File: src/rtl/io_bank.sv
// Memory-mapped I/O bank: GPIO, byte TX FIFO and a 32-bit match timer behind a word-addressed register map.
// Reads are combinational in the io_en cycle; writes land on the next edge; TX bytes are dropped (ovf) when full and not draining.
module io_bank #(
    parameter int FIFO_DEPTH     = 8,
    parameter int FIFO_DEPTH_LOG = 3
) (
    input  logic        clk,
    input  logic        reset,
    input  logic [7:0]  io_addr,
    input  logic        io_en,
    input  logic        io_we,
    input  logic [31:0] io_data_write,
    output logic [31:0] io_data_read,
    input  logic [7:0]  gpio_in,
    output logic [31:0] gpio_out,
    output logic [7:0]  tx_data,
    output logic        tx_valid,
    input  logic        tx_ready,
    output logic        irq
);

    localparam logic [5:0] OFF_GPIO_OUT = 6'h00;
    localparam logic [5:0] OFF_GPIO_IN  = 6'h01;
    localparam logic [5:0] OFF_TX_DATA  = 6'h02;
    localparam logic [5:0] OFF_STATUS   = 6'h03;
    localparam logic [5:0] OFF_TMR_CNT  = 6'h04;
    localparam logic [5:0] OFF_TMR_CMP  = 6'h05;
    localparam logic [5:0] OFF_TMR_CTRL = 6'h06;

    localparam int CW = FIFO_DEPTH_LOG + 1;
    localparam logic [CW-1:0]             CNT_FULL = CW'(FIFO_DEPTH);
    localparam logic [CW-1:0]             CNT_ONE  = CW'(1);
    localparam logic [FIFO_DEPTH_LOG-1:0] PTR_ONE  = FIFO_DEPTH_LOG'(1);

    logic [5:0]  word_sel;
    logic        wr_en;
    logic        unused_addr_lsb;

    logic [7:0]  gpio_sync1;
    logic [7:0]  gpio_sync2;

    logic [7:0]                fifo_mem [FIFO_DEPTH];
    logic [FIFO_DEPTH_LOG-1:0] wr_ptr;
    logic [FIFO_DEPTH_LOG-1:0] rd_ptr;
    logic [CW-1:0]             fifo_cnt;
    logic                      fifo_full;
    logic                      fifo_empty;
    logic                      push_req;
    logic                      push_ok;
    logic                      pop;
    logic                      ovf;

    logic [31:0] tmr_cnt;
    logic [31:0] tmr_cmp;
    logic        tmr_en;
    logic        tmr_clr_on_match;
    logic        tmr_match;
    logic        pending;
    logic [31:0] tmr_cnt_nxt;

    logic [31:0] status;

    assign word_sel        = io_addr[7:2];
    assign wr_en           = io_en & io_we;
    assign unused_addr_lsb = ^io_addr[1:0];

    always_ff @(posedge clk or posedge reset) begin
        if (reset) begin
            gpio_out <= 32'h0;
        end else if (wr_en && word_sel == OFF_GPIO_OUT) begin
            gpio_out <= io_data_write;
        end
    end

    always_ff @(posedge clk or posedge reset) begin
        if (reset) begin
            gpio_sync1 <= 8'h0;
            gpio_sync2 <= 8'h0;
        end else begin
            gpio_sync1 <= gpio_in;
            gpio_sync2 <= gpio_sync1;
        end
    end

    assign fifo_full  = (fifo_cnt == CNT_FULL);
    assign fifo_empty = (fifo_cnt == '0);
    assign tx_valid   = ~fifo_empty;
    assign tx_data    = fifo_mem[rd_ptr];
    assign pop        = tx_valid & tx_ready;
    assign push_req   = wr_en && (word_sel == OFF_TX_DATA);
    // A full FIFO still takes a byte when the head leaves on the same edge.
    assign push_ok    = push_req && (!fifo_full || pop);

    always_ff @(posedge clk) begin
        if (push_ok) begin
            fifo_mem[wr_ptr] <= io_data_write[7:0];
        end
    end

    always_ff @(posedge clk or posedge reset) begin
        if (reset) begin
            wr_ptr   <= '0;
            rd_ptr   <= '0;
            fifo_cnt <= '0;
        end else begin
            if (push_ok) begin
                wr_ptr <= wr_ptr + PTR_ONE;
            end
            if (pop) begin
                rd_ptr <= rd_ptr + PTR_ONE;
            end
            if (push_ok && !pop) begin
                fifo_cnt <= fifo_cnt + CNT_ONE;
            end else if (pop && !push_ok) begin
                fifo_cnt <= fifo_cnt - CNT_ONE;
            end
        end
    end

    // A drop in the same cycle as a software clear keeps ovf set so the loss is not hidden.
    always_ff @(posedge clk or posedge reset) begin
        if (reset) begin
            ovf <= 1'b0;
        end else if (push_req && !push_ok) begin
            ovf <= 1'b1;
        end else if (wr_en && word_sel == OFF_STATUS && io_data_write[9]) begin
            ovf <= 1'b0;
        end
    end

    assign tmr_match = tmr_en && (tmr_cnt == tmr_cmp);

    always_comb begin
        tmr_cnt_nxt = tmr_cnt;
        if (tmr_en) begin
            tmr_cnt_nxt = (tmr_match && tmr_clr_on_match) ? 32'h0 : tmr_cnt + 32'd1;
        end
        if (wr_en && word_sel == OFF_TMR_CNT) begin
            tmr_cnt_nxt = io_data_write;
        end
    end

    always_ff @(posedge clk or posedge reset) begin
        if (reset) begin
            tmr_cnt          <= 32'h0;
            tmr_cmp          <= 32'hFFFF_FFFF;
            tmr_en           <= 1'b0;
            tmr_clr_on_match <= 1'b0;
        end else begin
            tmr_cnt <= tmr_cnt_nxt;
            if (wr_en && word_sel == OFF_TMR_CMP) begin
                tmr_cmp <= io_data_write;
            end
            if (wr_en && word_sel == OFF_TMR_CTRL) begin
                tmr_en           <= io_data_write[0];
                tmr_clr_on_match <= io_data_write[1];
            end
        end
    end

    // Match wins over a write-1-clear landing in the same cycle.
    always_ff @(posedge clk or posedge reset) begin
        if (reset) begin
            pending <= 1'b0;
        end else if (tmr_match) begin
            pending <= 1'b1;
        end else if (wr_en && word_sel == OFF_TMR_CTRL && io_data_write[8]) begin
            pending <= 1'b0;
        end
    end

    assign irq = pending;

    always_comb begin
        status                      = 32'h0;
        status[0]                   = fifo_full;
        status[1]                   = fifo_empty;
        status[2 +: CW]             = fifo_cnt;
        status[8]                   = pending;
        status[9]                   = ovf;
    end

    always_comb begin
        io_data_read = 32'h0;
        if (io_en && !io_we) begin
            case (word_sel)
                OFF_GPIO_OUT: io_data_read = gpio_out;
                OFF_GPIO_IN:  io_data_read = {24'h0, gpio_sync2};
                OFF_STATUS:   io_data_read = status;
                OFF_TMR_CNT:  io_data_read = tmr_cnt;
                OFF_TMR_CMP:  io_data_read = tmr_cmp;
                OFF_TMR_CTRL: io_data_read = {30'h0, tmr_clr_on_match, tmr_en};
                default:      io_data_read = 32'h0;
            endcase
        end
    end

endmodule
File: config.mk
export PLATFORM = sky130hd
export DESIGN_NAME = io_bank
export DESIGN_NICKNAME = d
export VERILOG_FILES = /design/src/rtl/io_bank.sv
export SDC_FILE = /design/constraint.sdc
export NUM_CORES = 1
export LEC_CHECK = 0
export BUFFER_PORTS_ARGS = -buffer_cell sky130_fd_sc_hd__buf_4
export CELL_PAD_IN_SITES_DETAIL_PLACEMENT = 1
export CELL_PAD_IN_SITES_GLOBAL_PLACEMENT = 1
export CORE_ASPECT_RATIO = 0.6
export CORE_UTILIZATION = 46
export DETAILED_ROUTE_END_ITERATION = 10
export HOLD_SLACK_MARGIN = 0.05
export PLACE_DENSITY_LB_ADDON = 0.1
export SLEW_MARGIN = 20
export SYNTH_ARGS = -nofsm -noshare
export SYNTH_HDL_FRONTEND = slang
export SYNTH_SLANG_ARGS = --single-unit
File: constraint.sdc
create_clock -name clk -period 4.88 [get_ports clk]
set_input_delay 0.976 -clock clk [delete_from_list [all_inputs] [get_ports clk]]
set_output_delay 0.976 -clock clk [all_outputs]
set_load 0.05 [all_outputs]
==> results of run 1 <==
[state kept, by name, summed over array words and instances, names as in the netlist]
register / cells
fifo_mem: 64
tmr_clr_on_match: 1
irq: 1
gpio_sync1: 8
tmr_cmp: 32
rd_ptr: 3
wr_ptr: 3
ovf: 1
tmr_cnt: 32
tmr_en: 1
gpio_out: 32
gpio_sync2: 8
fifo_cnt: 4
[worst max-delay path by stage]
stage | to | start | slack [ps] | cells past startpoint
floorplan | fifo_cnt[0] | reset | 600 | 1
CTS | io_data_read[26] | io_addr[4] | 650 | 7
detailed placement | io_data_read[26] | io_addr[4] | 690 | 7
global route | io_data_read[26] | io_addr[4] | 520 | 7
finish | io_data_read[26] | io_addr[4] | 660 | 7
global placement | io_data_read[7] | io_addr[4] | 810 | 7
[power groups by stage]
stage | Clock [mW] | Combinational, mW | Sequential [mW]
floorplan | 0 | 1.09 | 2.02
global placement | 0 | 1.33 | 2.15
detailed placement | 0 | 1.38 | 2.17
CTS | 1.49 | 1.40 | 2.15
global route | 1.55 | 1.51 | 2.19
finish | 1.47 | 1.40 | 2.16
[cells by family (layout without fill, tap and decap cells)]
logic type / count (synthesis) / count (layout) / share of synthesized area
simple gates: 260 / 260 / 0.137
flops: 190 / 190 / 0.536
xor+xnor: 42 / 42 / 0.0385
buf+inv: 72 / 181 / 0.0320
compound gates: 135 / 135 / 0.0832
fa+ha+maj: 7 / 7 / 0.00996
mux: 121 / 121 / 0.163
[per-layer routing]
metal / wire length, um / vias up
li1: - / 3204
met1: 14400 / 3771
met2: 12300 / 260
met3: 2080 / 40
met4: 343 / 0
met5: 0 / -
[worst register-to-register path, cell delays in order (launching register included)]
cell                       delay [ps]
sky130_fd_sc_hd__dfrtp_1          460
sky130_fd_sc_hd__xor2_1           240
sky130_fd_sc_hd__nor3_1           530
sky130_fd_sc_hd__nor3b_1          320
sky130_fd_sc_hd__nand3_1          670
sky130_fd_sc_hd__buf_4            470
sky130_fd_sc_hd__a311oi_1         270
sky130_fd_sc_hd__nor3_1            70
[cell usage in the layout, fill, tap and decap left out, types with 19 or more instances in the layout]
| cell type | count |
|---|---|
| sky130_fd_sc_hd__nand2_1 | 38 |
| sky130_fd_sc_hd__xnor2_1 | 37 |
| sky130_fd_sc_hd__nand3_1 | 22 |
| sky130_fd_sc_hd__dfrtp_1 | 93 |
| sky130_fd_sc_hd__nor3_1 | 21 |
| sky130_fd_sc_hd__edfxtp_1 | 64 |
| sky130_fd_sc_hd__nor2_1 | 98 |
| sky130_fd_sc_hd__buf_4 | 137 |
| sky130_fd_sc_hd__mux4_2 | 20 |
| sky130_fd_sc_hd__mux2i_1 | 22 |
| sky130_fd_sc_hd__mux2_2 | 78 |
| sky130_fd_sc_hd__o21ai_0 | 26 |
| sky130_fd_sc_hd__dfstp_2 | 32 |
| sky130_fd_sc_hd__a21oi_1 | 64 |
| sky130_fd_sc_hd__nand4_1 | 19 |
[per-stage QoR]
step	hold WS, ps	power (mW)	cells	setup WS [ps]	area, um2
floorplan	331	3.11	827	601	9540
global placement	333	3.48	1177	814	10700
detailed placement	336	3.56	1177	686	10700
CTS	353	5.04	1209	653	11300
global route	359	5.24	1209	516	11300
finish	352	5.03	1209	659	11300
[cell type report]
| class | count | area [um2] | share of cell area |
|---|---|---|---|
| Timing Repair Buffer | 138 | 1050 | 0.0927 |
| Clock buffer | 18 | 450 | 0.0398 |
| Tap cell | 273 | 342 | 0.0302 |
| Inverter | 11 | 43.8 | 0.00387 |
| Sequential cell | 190 | 5120 | 0.452 |
| Clock inverter | 14 | 173 | 0.0153 |
| Multi-Input combinational cell | 565 | 4140 | 0.366 |
==> summary.md, run 1 <==
The run finished with clean final reports. TritonCTS built the clock tree. For the internal power summed over all cells, the log shows 3.19 mW. The post-synthesis sequential element count works out to 190.

DRC violation count after routing: 0. By area the synthesized netlist is led by sky130_fd_sc_hd__dfrtp_1 (25%), sky130_fd_sc_hd__edfxtp_1 (20%), sky130_fd_sc_hd__mux2_2 (9.2%), sky130_fd_sc_hd__dfstp_2 (8.8%), sky130_fd_sc_hd__mux4_2 (4.7%). The library cell used as clock root buffer was sky130_fd_sc_hd__clkbuf_16. In this design, the stage delay of the slowest critical-path cell is 640 ps. By instance count, the leading cell after synthesis is sky130_fd_sc_hd__nor2_1. sky130_fd_sc_hd__dfrtp_1 takes more of the synthesized area than any other cell. The tools report the initial antenna violation count as 0. The run gives 983 as the layout net count. Counting instances, the worst hold path has a depth of 0.

The tools report the number of endpoints failing setup at the final stage as 0. The tools report the number of global-route vias before repair as 7622. The H-tree depth came out at 4. The later-pin clock latency in the skew report was 450 ps.

Relative to the synthesized area, the layout overhead comes to 18.5%. The count of buffers from port buffering is 124. Pin placement for this block handled 127 I/O pins. The final standard cell utilization of the core is 0.561, and the share of the synthesized area in the top cell type is 0.246. The met1 capacity usage during global routing is 0.430. For the worst setup path, the data required time is 3900 ps. In the final routed layout, each cell accounts on average for 24.1 um. Global routing finished with a remaining overflow of 0. Total via count after detailed routing: 7275. For the pin with the worst max-slew slack, the measured transition is 1010 ps.

After detailed routing, the number of vias per cell comes to 6.02. The logs give 0.416 for the met2 usage and 2105 for the number of fillers in the final layout. Data on the critical path arrives at its endpoint at 3250 ps. Before antenna repair, the detailed router went through 5 iterations.

The violation count after the first detailed-routing iteration came out at 571. The cell type of the slowest stage on the worst timing path was sky130_fd_sc_hd__or2_2. The cell leakage power came out at 4.56 nW.

Clock-pin slew was measured on the worst setup and hold paths at 70 ps. The net switching power came out at 1.84 mW. Global-route layer with the greatest usage: met1.

Max-cap violations in this run came to 0. Fraction of power consumed by sequential logic: 0.429. Setup repair after global routing left no endpoint under its margin.

The tools report the launch instance of the worst min-delay path as gpio_sync1[7]. In this run, post-CTS repair resized a total of 0 instances. The net count after synthesis was 887; the part of the power in combinational logic was 0.278. The final layout contains routed wiring with a total length of 29100 um. For this design the ratio of total power to cell area is 445 nW/um2. Period utilization: 0.865.

By startpoint and endpoint, the worst setup path is classified as input pin to primary output. The floorplan has 40 rows. The maximum clock skew at final layout is 10.2 ps, and the met3 track utilization from global routing is 0.0729. After layout, the minimum clock period comes to 4220 ps. In this run the worst path has a maximum fanout of 34. After synthesis, the netlist uses 60 different library cells.

Fmax: 237 MHz. The tools report the end of the worst hold path as gpio_sync2[7]. The number of buffers and inverters on the critical path is 2.

Yosys printed 0 warnings. The core area was 20200 um2; the die width was 188 um. Across all register-to-register paths, the minimum setup slack is 1730 ps. For the antenna cell count, the log shows 0. The tightest min-delay check is of the register to register type.

Path depth of the worst reg2reg path: 7. The number of clock buffers added by TritonCTS is 17. The number of hold-slack violations in the final timing report is 0. After synthesis, the most frequently instantiated cells are sky130_fd_sc_hd__nor2_1 (98), sky130_fd_sc_hd__dfrtp_1 (94), sky130_fd_sc_hd__mux2_2 (78). The placer's final routability congestion estimate is 0.867. The critical path goes through buf_4 > nor2_1 > o21ai_1 > nand4b_1 > or2_2 > nor2_1 > buf_4.

The run gives 0.325 as the relative slew slack. The chip height was 114 um; the proportion of synthesized chip area in sequential cells was 0.536. The tools report the category of the worst setup path capture point as a primary output.

The combined area of all synthesized cells was 9540 um2. The proportion of total power due to net switching came out at 0.366. For the count of mapped cells out of synthesis, the log shows 827.

The logs give 20100 um for the estimated wirelength of the detail-placed design and 0 for the final max-slew violation count. The run gives 0.473 as the effective utilization at floorplan. Commonest register cell after synthesis: sky130_fd_sc_hd__dfrtp_1.

Portion of total power attributed to the clock network: 0.293. For the quantity of hold-fixing buffers added after cts, the log shows 0. The post-synthesis async set-or-reset flop share is 0.663, and the maximum number of pins on one net before global-route repair is 66. The die area is 21300 um2, and the setup TNS is 0 ps. For the overall routing resource usage, the log shows 0.287. VDD sags by at most 0.000280 V. For this design, the sink count on the clock tree is 190. In this run the critical register-to-register path is launched from tmr_cnt[27]. Number of setup buffers added after CTS: 0.

The reg-to-reg critical path endpoint is tmr_cnt[29]. A synthesized cell averages 11.5 um2. The first global-routing pass estimated 45600 um of wire. No sink is reached through more buffers than the 2 on the longest clock path.

The remaining number of nets flagged by the antenna check after routing is 0. The tools report the kind of start point of the critical path as an input pin. The number of enable-type register cells in the synthesized netlist came out at 64. The share of layout cells above drive strength 1 is 0.331. In this design, the largest share of critical-path delay is due to simple AND/OR/NAND/NOR gates.
(Power assumes the default switching activity.)
==> inputs of run 2 (changes only) <==
- CELL_PAD_IN_SITES_DETAIL_PLACEMENT: 1 -> 0
==> summary.md, run 2 (synthesis gave the netlist of run 1 again) <==
CTS placed an instance of sky130_fd_sc_hd__clkbuf_16 at the clock tree root. Number of cells upsized or downsized after cts: 0 (unchanged). Register with the most flip-flops: fifo_mem.

The run gives 11.2 ps (+1.03 ps) as the maximum clock skew at final layout. The setup TNS was 0 ps (unchanged); the cell area after placement was 10700 um2 (unchanged). The power density normalized to cell area came out at 432 nW/um2 (-2.9%). The tools report the overall routing resource usage as 0.253 (-0.0338).

The chip height was 114 um (unchanged); the max-cap violation count was 0 (unchanged). The part of the power in combinational logic was 0.281 (+0.003). The net switching power is 1.76 mW (-4.2%). The final standard cell count with taps included and fillers excluded is 1209 (unchanged).

TritonCTS built the clock tree. The share of layout cells above drive strength 1 was 0.331 (unchanged). The core area is 20200 um2 (unchanged).

Residual overflow from global routing: 0 (unchanged). The DRC violation count after routing is 0 (unchanged). The count of buffers from port buffering came out at 124 (unchanged).

The startpoint-to-endpoint class of the critical path was input pin to primary output. The actual slew at the worst max-slew pin works out to 1020 ps (+6.18 ps). Traced cell by cell, the critical path runs through buf_4 > nor2_1 > o21ai_1 > nand4b_1 > or2_2 > nor2_1 > buf_4. The quantity of hold-fixing buffers added after cts came out at 0 (unchanged).

Post-route minimum period: 4220 ps (+1.65 ps). The fmax came out at 237 MHz (about the same). Number of global-route vias before repair: 6746 (-11%). The final max-slew violation count is 0 (unchanged), and the period utilization is 0.865 (about the same). The effective utilization at floorplan came out at 0.473 (unchanged).

The number of sinks driven by the clock tree was 190 (unchanged); the via density per instance was 5.83 (-3.1%). The flip-flop count of the largest register after layout came out at 64 (unchanged). The data arrival time of the critical path was 3250 ps (about the same).

The largest individual stage delay along the critical path comes from the cell sky130_fd_sc_hd__or2_2. For the data required time of the critical path, the log shows 3900 ps (about the same). For the worst voltage drop across the vdd grid, the log shows 0.000251 V (-10%).

The design area is 11300 um2 (-0.47%). The relative slew slack came out at 0.320 (-0.00413). The library cells used most frequently in the layout, excluding fill and tap cells, are sky130_fd_sc_hd__buf_4 (137), sky130_fd_sc_hd__nor2_1 (98), sky130_fd_sc_hd__dfrtp_1 (93). The violation count after the first detailed-routing iteration is 659 (+15%), and the total via count after detailed routing is 7046 (-3.1%).

Cell class contributing the biggest share of worst-path delay: simple AND/OR/NAND/NOR gates. From synthesis to final layout, the design area changed by 17.9%. The layout net count is 983 (unchanged), and the portion of total power attributed to the clock network is 0.278 (-0.015). The category of the worst setup path capture point was a primary output. The later-pin clock latency in the skew report was 440 ps (about the same). STA classifies the critical path startpoint as an input pin.

The logs give 1177 (unchanged) for the number of cells in the design after placement and 26000 um (-11%) for the detailed-route wire length. For the internal power summed over all cells, the log shows 3.10 mW (-2.8%). The logs give 0 (unchanged) for the antenna cell count and 0.867 (unchanged) for the placer's final routability congestion estimate. The first-pass GRT wire length was 40400 um (-11%). H-tree depth: 4 (unchanged). The number of detailed-route iterations in the first pass was 5 (unchanged); the cell leakage power was 4.53 nW (-0.51%). The logs give 127 (unchanged) for the number of top-level design ports and 40 (unchanged) for the number of placement rows. The type of the most critical hold path is register to register. Setup repair after global routing left no endpoint under its margin.

The remaining number of nets flagged by the antenna check after routing came out at 0 (unchanged). The die width was 188 um (unchanged). The maximum number of pins on one net before global-route repair came out at 66 (unchanged). The clock transition time at the flip-flop clock pins of the worst setup and hold paths was 70 ps (about the same). Number of clock buffers inserted by TritonCTS: 17 (unchanged). The run gives 2 (unchanged) as the number of buffers between clock root and the deepest sink.

The tools report the die area as 21300 um2 (unchanged). The proportion of total power due to net switching came out at 0.362 (-0.00352). The number of endpoints failing setup at the final stage was 0 (unchanged); the combined buffer and inverter count along the critical path was 2 (unchanged). The tools report the estimated wirelength of the detail-placed design as 18400 um (-8.4%).

The delay contributed by the slowest stage of the critical path was 670 ps (+30 ps). The run finished with clean final reports. The routed wire length per instance is 21.5 um (-11%), and the initial antenna violation count is 0 (unchanged).

The biggest fanout along the worst timing path is 34 (unchanged), and the number of hold-slack violations in the final timing report is 0 (unchanged). Leaving out fill and tap cells, the most frequent cell in the layout is sky130_fd_sc_hd__buf_4. The number of setup buffers added after CTS is 0 (unchanged). For the fraction of power consumed by sequential logic, the log shows 0.441 (+0.012).
-- run 2: changes by cell type in the layout (fill, tap and decap cells not counted), sizes merged --
cell	change
clkinv	+1
bufinv	-1
clkbuf	-1
inv	+1
-- run 2: through the flow --
step / power, mW / utilization / setup WS, ps / hold WS, ps
after global routing: 5.09 / 0.558 / 513 / 365
after CTS: 4.88 / 0.558 / 742 / 356
after detailed placement: 3.53 / 0.530 / 761 / 336
after floorplan: 3.11 / - / 601 / 331
after global placement: 3.48 / 0.530 / 814 / 333
final: 4.86 / 0.558 / 657 / 355
-- run 2: cell type report --
class | instances | area (um2)
fill | 1707 | 8910
sequential | 190 | 5120
multi-input combinational | 565 | 4140
timing repair buffer | 138 | 1050
clock buffer | 17 | 425
tap | 273 | 342
clock inverter | 15 | 145
inverter | 11 | 43.8
-- run 2: routing by layer --
layer	GRT usage	vias up	share of wire
met3	0.0560	17	0.082
met5	0	-	0
met2	0.327	283	0.39
li1	-	3214	-
met4	0.0575	0	0.0064
met1	0.419	3532	0.52
-- run 2: path summary, 6_finish.rpt --
kind | endpoint | cells past startpoint | startpoint | slack (ps)
max | io_data_read[30] | 7 | io_addr[4] | 660
min | gpio_sync2[3] | 0 | gpio_sync1[3] | 350
max reg2reg | tmr_cnt[29] | 7 | tmr_cnt[10] | 1780
min reg2reg | gpio_sync2[3] | 0 | gpio_sync1[3] | 350
max in group asynchronous | rd_ptr[0] | 3 | reset | 3160
min in group asynchronous | gpio_out[16] | 2 | reset | 680
-- run 2: power groups by stage --
stage | Combinational [mW] | Sequential (mW) | Clock, mW
after floorplan | 1.09 | 2.02 | 0
after global placement | 1.33 | 2.15 | 0
after global routing | 1.46 | 2.17 | 1.45
after detailed placement | 1.36 | 2.17 | 0
final | 1.37 | 2.14 | 1.35
after CTS | 1.37 | 2.14 | 1.38
==> inputs of run 3 (changes only) <==
- RECOVER_POWER: default -> 25
- REMOVE_ABC_BUFFERS: default -> 1
==> summary.md, run 3 (synthesis gave the netlist of run 1 again) <==
The number of placement rows is 40 (unchanged), and the actual slew at the worst max-slew pin is 3350 ps (+2340 ps). The run gives 4 (unchanged) as the H-tree depth. The remaining number of nets flagged by the antenna check after routing was 0 (unchanged).

Number of top-level design ports: 127 (unchanged). The slack of the worst reg-to-reg path was 1660 ps (-120 ps); the post-route minimum period was 4060 ps (-159 ps). The cell type of the slowest stage on the worst timing path is sky130_fd_sc_hd__or2_2. The logs give 25900 um (-0.68%) for the detailed-route wire length and 72 (+72) for the final max-slew violation count.

The number of sinks driven by the clock tree was 190 (unchanged). The share of layout cells above drive strength 1 works out to 0.323 (-0.00782). The cell area after placement was 10700 um2 (about the same). The worst setup path is captured at a primary output. The number of buffers between clock root and the deepest sink is 2 (unchanged). The violation count after the first detailed-routing iteration was 617 (-6.4%); the maximum number of pins on one net before global-route repair was 72 (+9.1%).

Placer's final routability congestion estimate: 0.848 (-2.2%). Relative slew slack: -1.25 (-1.57). The flip-flop count of the largest register after layout is 64 (unchanged). The run gives 246 MHz (+3.9%) as the fmax. The signal on the critical path passes through buf_4 > nor2_1 > o21ai_1 > nand4b_1 > or2_2 > nor2_1 > buf_4.

The data required time of the critical path came out at 3900 ps (about the same). The data arrival time of the critical path came out at 3090 ps (-160 ps). The relative area change from synthesis to final layout is 18.0% (about the same), and the first-pass GRT wire length is 40600 um (+0.38%).

The run gives 0.253 (about the same) as the overall routing resource usage. TritonCTS built the clock tree. Period utilization: 0.833 (-0.0326). The logs give 14.3 ps (+3.08 ps) for the maximum clock skew at final layout and 17 (unchanged) for the number of clock buffers inserted by TritonCTS. The tools report the max-cap violation count as 1 (+1).

For the power consumption, the log shows 4.92 mW (+1.3%). The core area was 20200 um2 (unchanged). The die width came out at 188 um (unchanged).

The top cell types in the final layout, fill and taps aside, are sky130_fd_sc_hd__buf_4 (122), sky130_fd_sc_hd__nor2_1 (98), sky130_fd_sc_hd__dfrtp_1 (93). The initial antenna violation count is 0 (unchanged), and the number of fillers in the final layout is 1756 (+2.9%). The DRC violation count after routing came out at 0 (unchanged). The chip height is 114 um (unchanged), and the cell leakage power is 4.52 nW (-0.29%). The effective utilization at floorplan was 0.473 (unchanged); the via density per instance was 5.79 (-0.66%).

The final standard cell utilization of the core is 0.558 (about the same). The run finished, with violations left. The combined buffer and inverter count along the critical path was 2 (unchanged). The total via count after detailed routing is 7005 (-0.58%). The register with the most flip-flops is fifo_mem. The logs give 0 (unchanged) for the residual overflow from global routing and 440 ps (about the same) for the later-pin clock latency in the skew report. STA classifies the critical path startpoint as an input pin. For the quantity of hold-fixing buffers added after cts, the log shows 0 (unchanged). The biggest fanout along the worst timing path was 34 (unchanged). For the number of cells upsized or downsized after cts, the log shows 0 (unchanged).

The library cell used as clock root buffer is sky130_fd_sc_hd__clkbuf_16. The design area is 11300 um2 (about the same). Most common library cell in the layout ignoring fill and taps: sky130_fd_sc_hd__buf_4. The count of buffers from port buffering was 124 (unchanged). The final reports fail on max-capacitance violations, max-slew violations.

Number of global-route vias before repair: 6868 (+1.8%). For the die area, the log shows 21300 um2 (unchanged). The tools report the number of setup buffers added after CTS as 0 (unchanged). Startpoint-to-endpoint class of the critical path: input pin to primary output. Setup repair after global routing left no endpoint under its margin. The clock transition time at the flip-flop clock pins of the worst setup and hold paths is 80 ps (about the same), and the worst voltage drop across the vdd grid is 0.000257 V (+2.4%).

The logs give 0 ps (unchanged) for the setup TNS and 984 (+0.10%) for the layout net count. The power density normalized to cell area works out to 437 nW/um2 (+1.3%). The tools report the number of detailed-route iterations in the first pass as 7 (+2). The routed wire length per instance was 21.4 um (-0.76%). Grouping stages by cell kind, the critical path spends the most delay in simple AND/OR/NAND/NOR gates. The path class of the tightest hold or removal check is register to register.

For the number of hold-slack violations in the final timing report, the log shows 0 (unchanged). The estimated wirelength of the detail-placed design was 18100 um (-1.5%); the number of endpoints failing setup at the final stage was 0 (unchanged). The delay contributed by the slowest stage of the critical path came out at 590 ps (-80 ps).

The antenna cell count was 0 (unchanged).
[run 3: cell types whose count changed in the layout (fill, tap and decap cells not counted), sizes merged]
| cell | previous run | this run |
|---|---|---|
| clkbuf | 17 | 34 |
| buf | 138 | 122 |
[run 3: routing by layer]
metal,up-vias,track usage,routed length (um)
met2,237,0.340,10500
met4,0,0.0493,114
li1,3213,-,-
met1,3544,0.416,13700
met5,-,0,0
met3,11,0.0477,1500
[run 3: area by class of cell]
cell class	instances	area, um2	area share
flip-flops and latches	190	5120	0.454
multi-input cells	565	4140	0.367
repair buffers	139	1010	0.0900
clock buffers	17	425	0.0378
well taps	273	342	0.0303
clock inverters	15	184	0.0163
inverters	11	42.5	0.00378
[run 3: final timing paths]
check                                    from               end  depth (start not counted)
worst max-delay path               io_addr[4]  io_data_read[26]                          7
worst min-delay path            gpio_sync1[7]     gpio_sync2[7]                          0
worst max register to register     tmr_cnt[4]       tmr_cnt[18]                          6
worst min register to register  gpio_sync1[7]     gpio_sync2[7]                          0
max in group asynchronous               reset         rd_ptr[0]                          2
min in group asynchronous               reset       gpio_out[7]                          2
[run 3: through the flow]
| stage | std cells | setup WS, ps | hold slack (ps) |
|---|---|---|---|
| 2_1_floorplan | 766 | 601 | 331 |
| 3_3_place_gp | 1178 | 911 | 332 |
| 3_5_place_dp | 1178 | 798 | 335 |
| 4_1_cts | 1210 | 790 | 355 |
| 5_1_grt | 1210 | 644 | 361 |
| 6_report | 1210 | 816 | 352 |
[run 3: report_power, final]
part           internal [mW]  total [mW]  switching, mW  leakage (nW)
Sequential              1.81        2.15          0.340          2.01
Combinational          0.604        1.35          0.745          2.21
Clock                  0.701        1.42          0.720         0.298
Total                   3.12        4.92           1.81          4.52
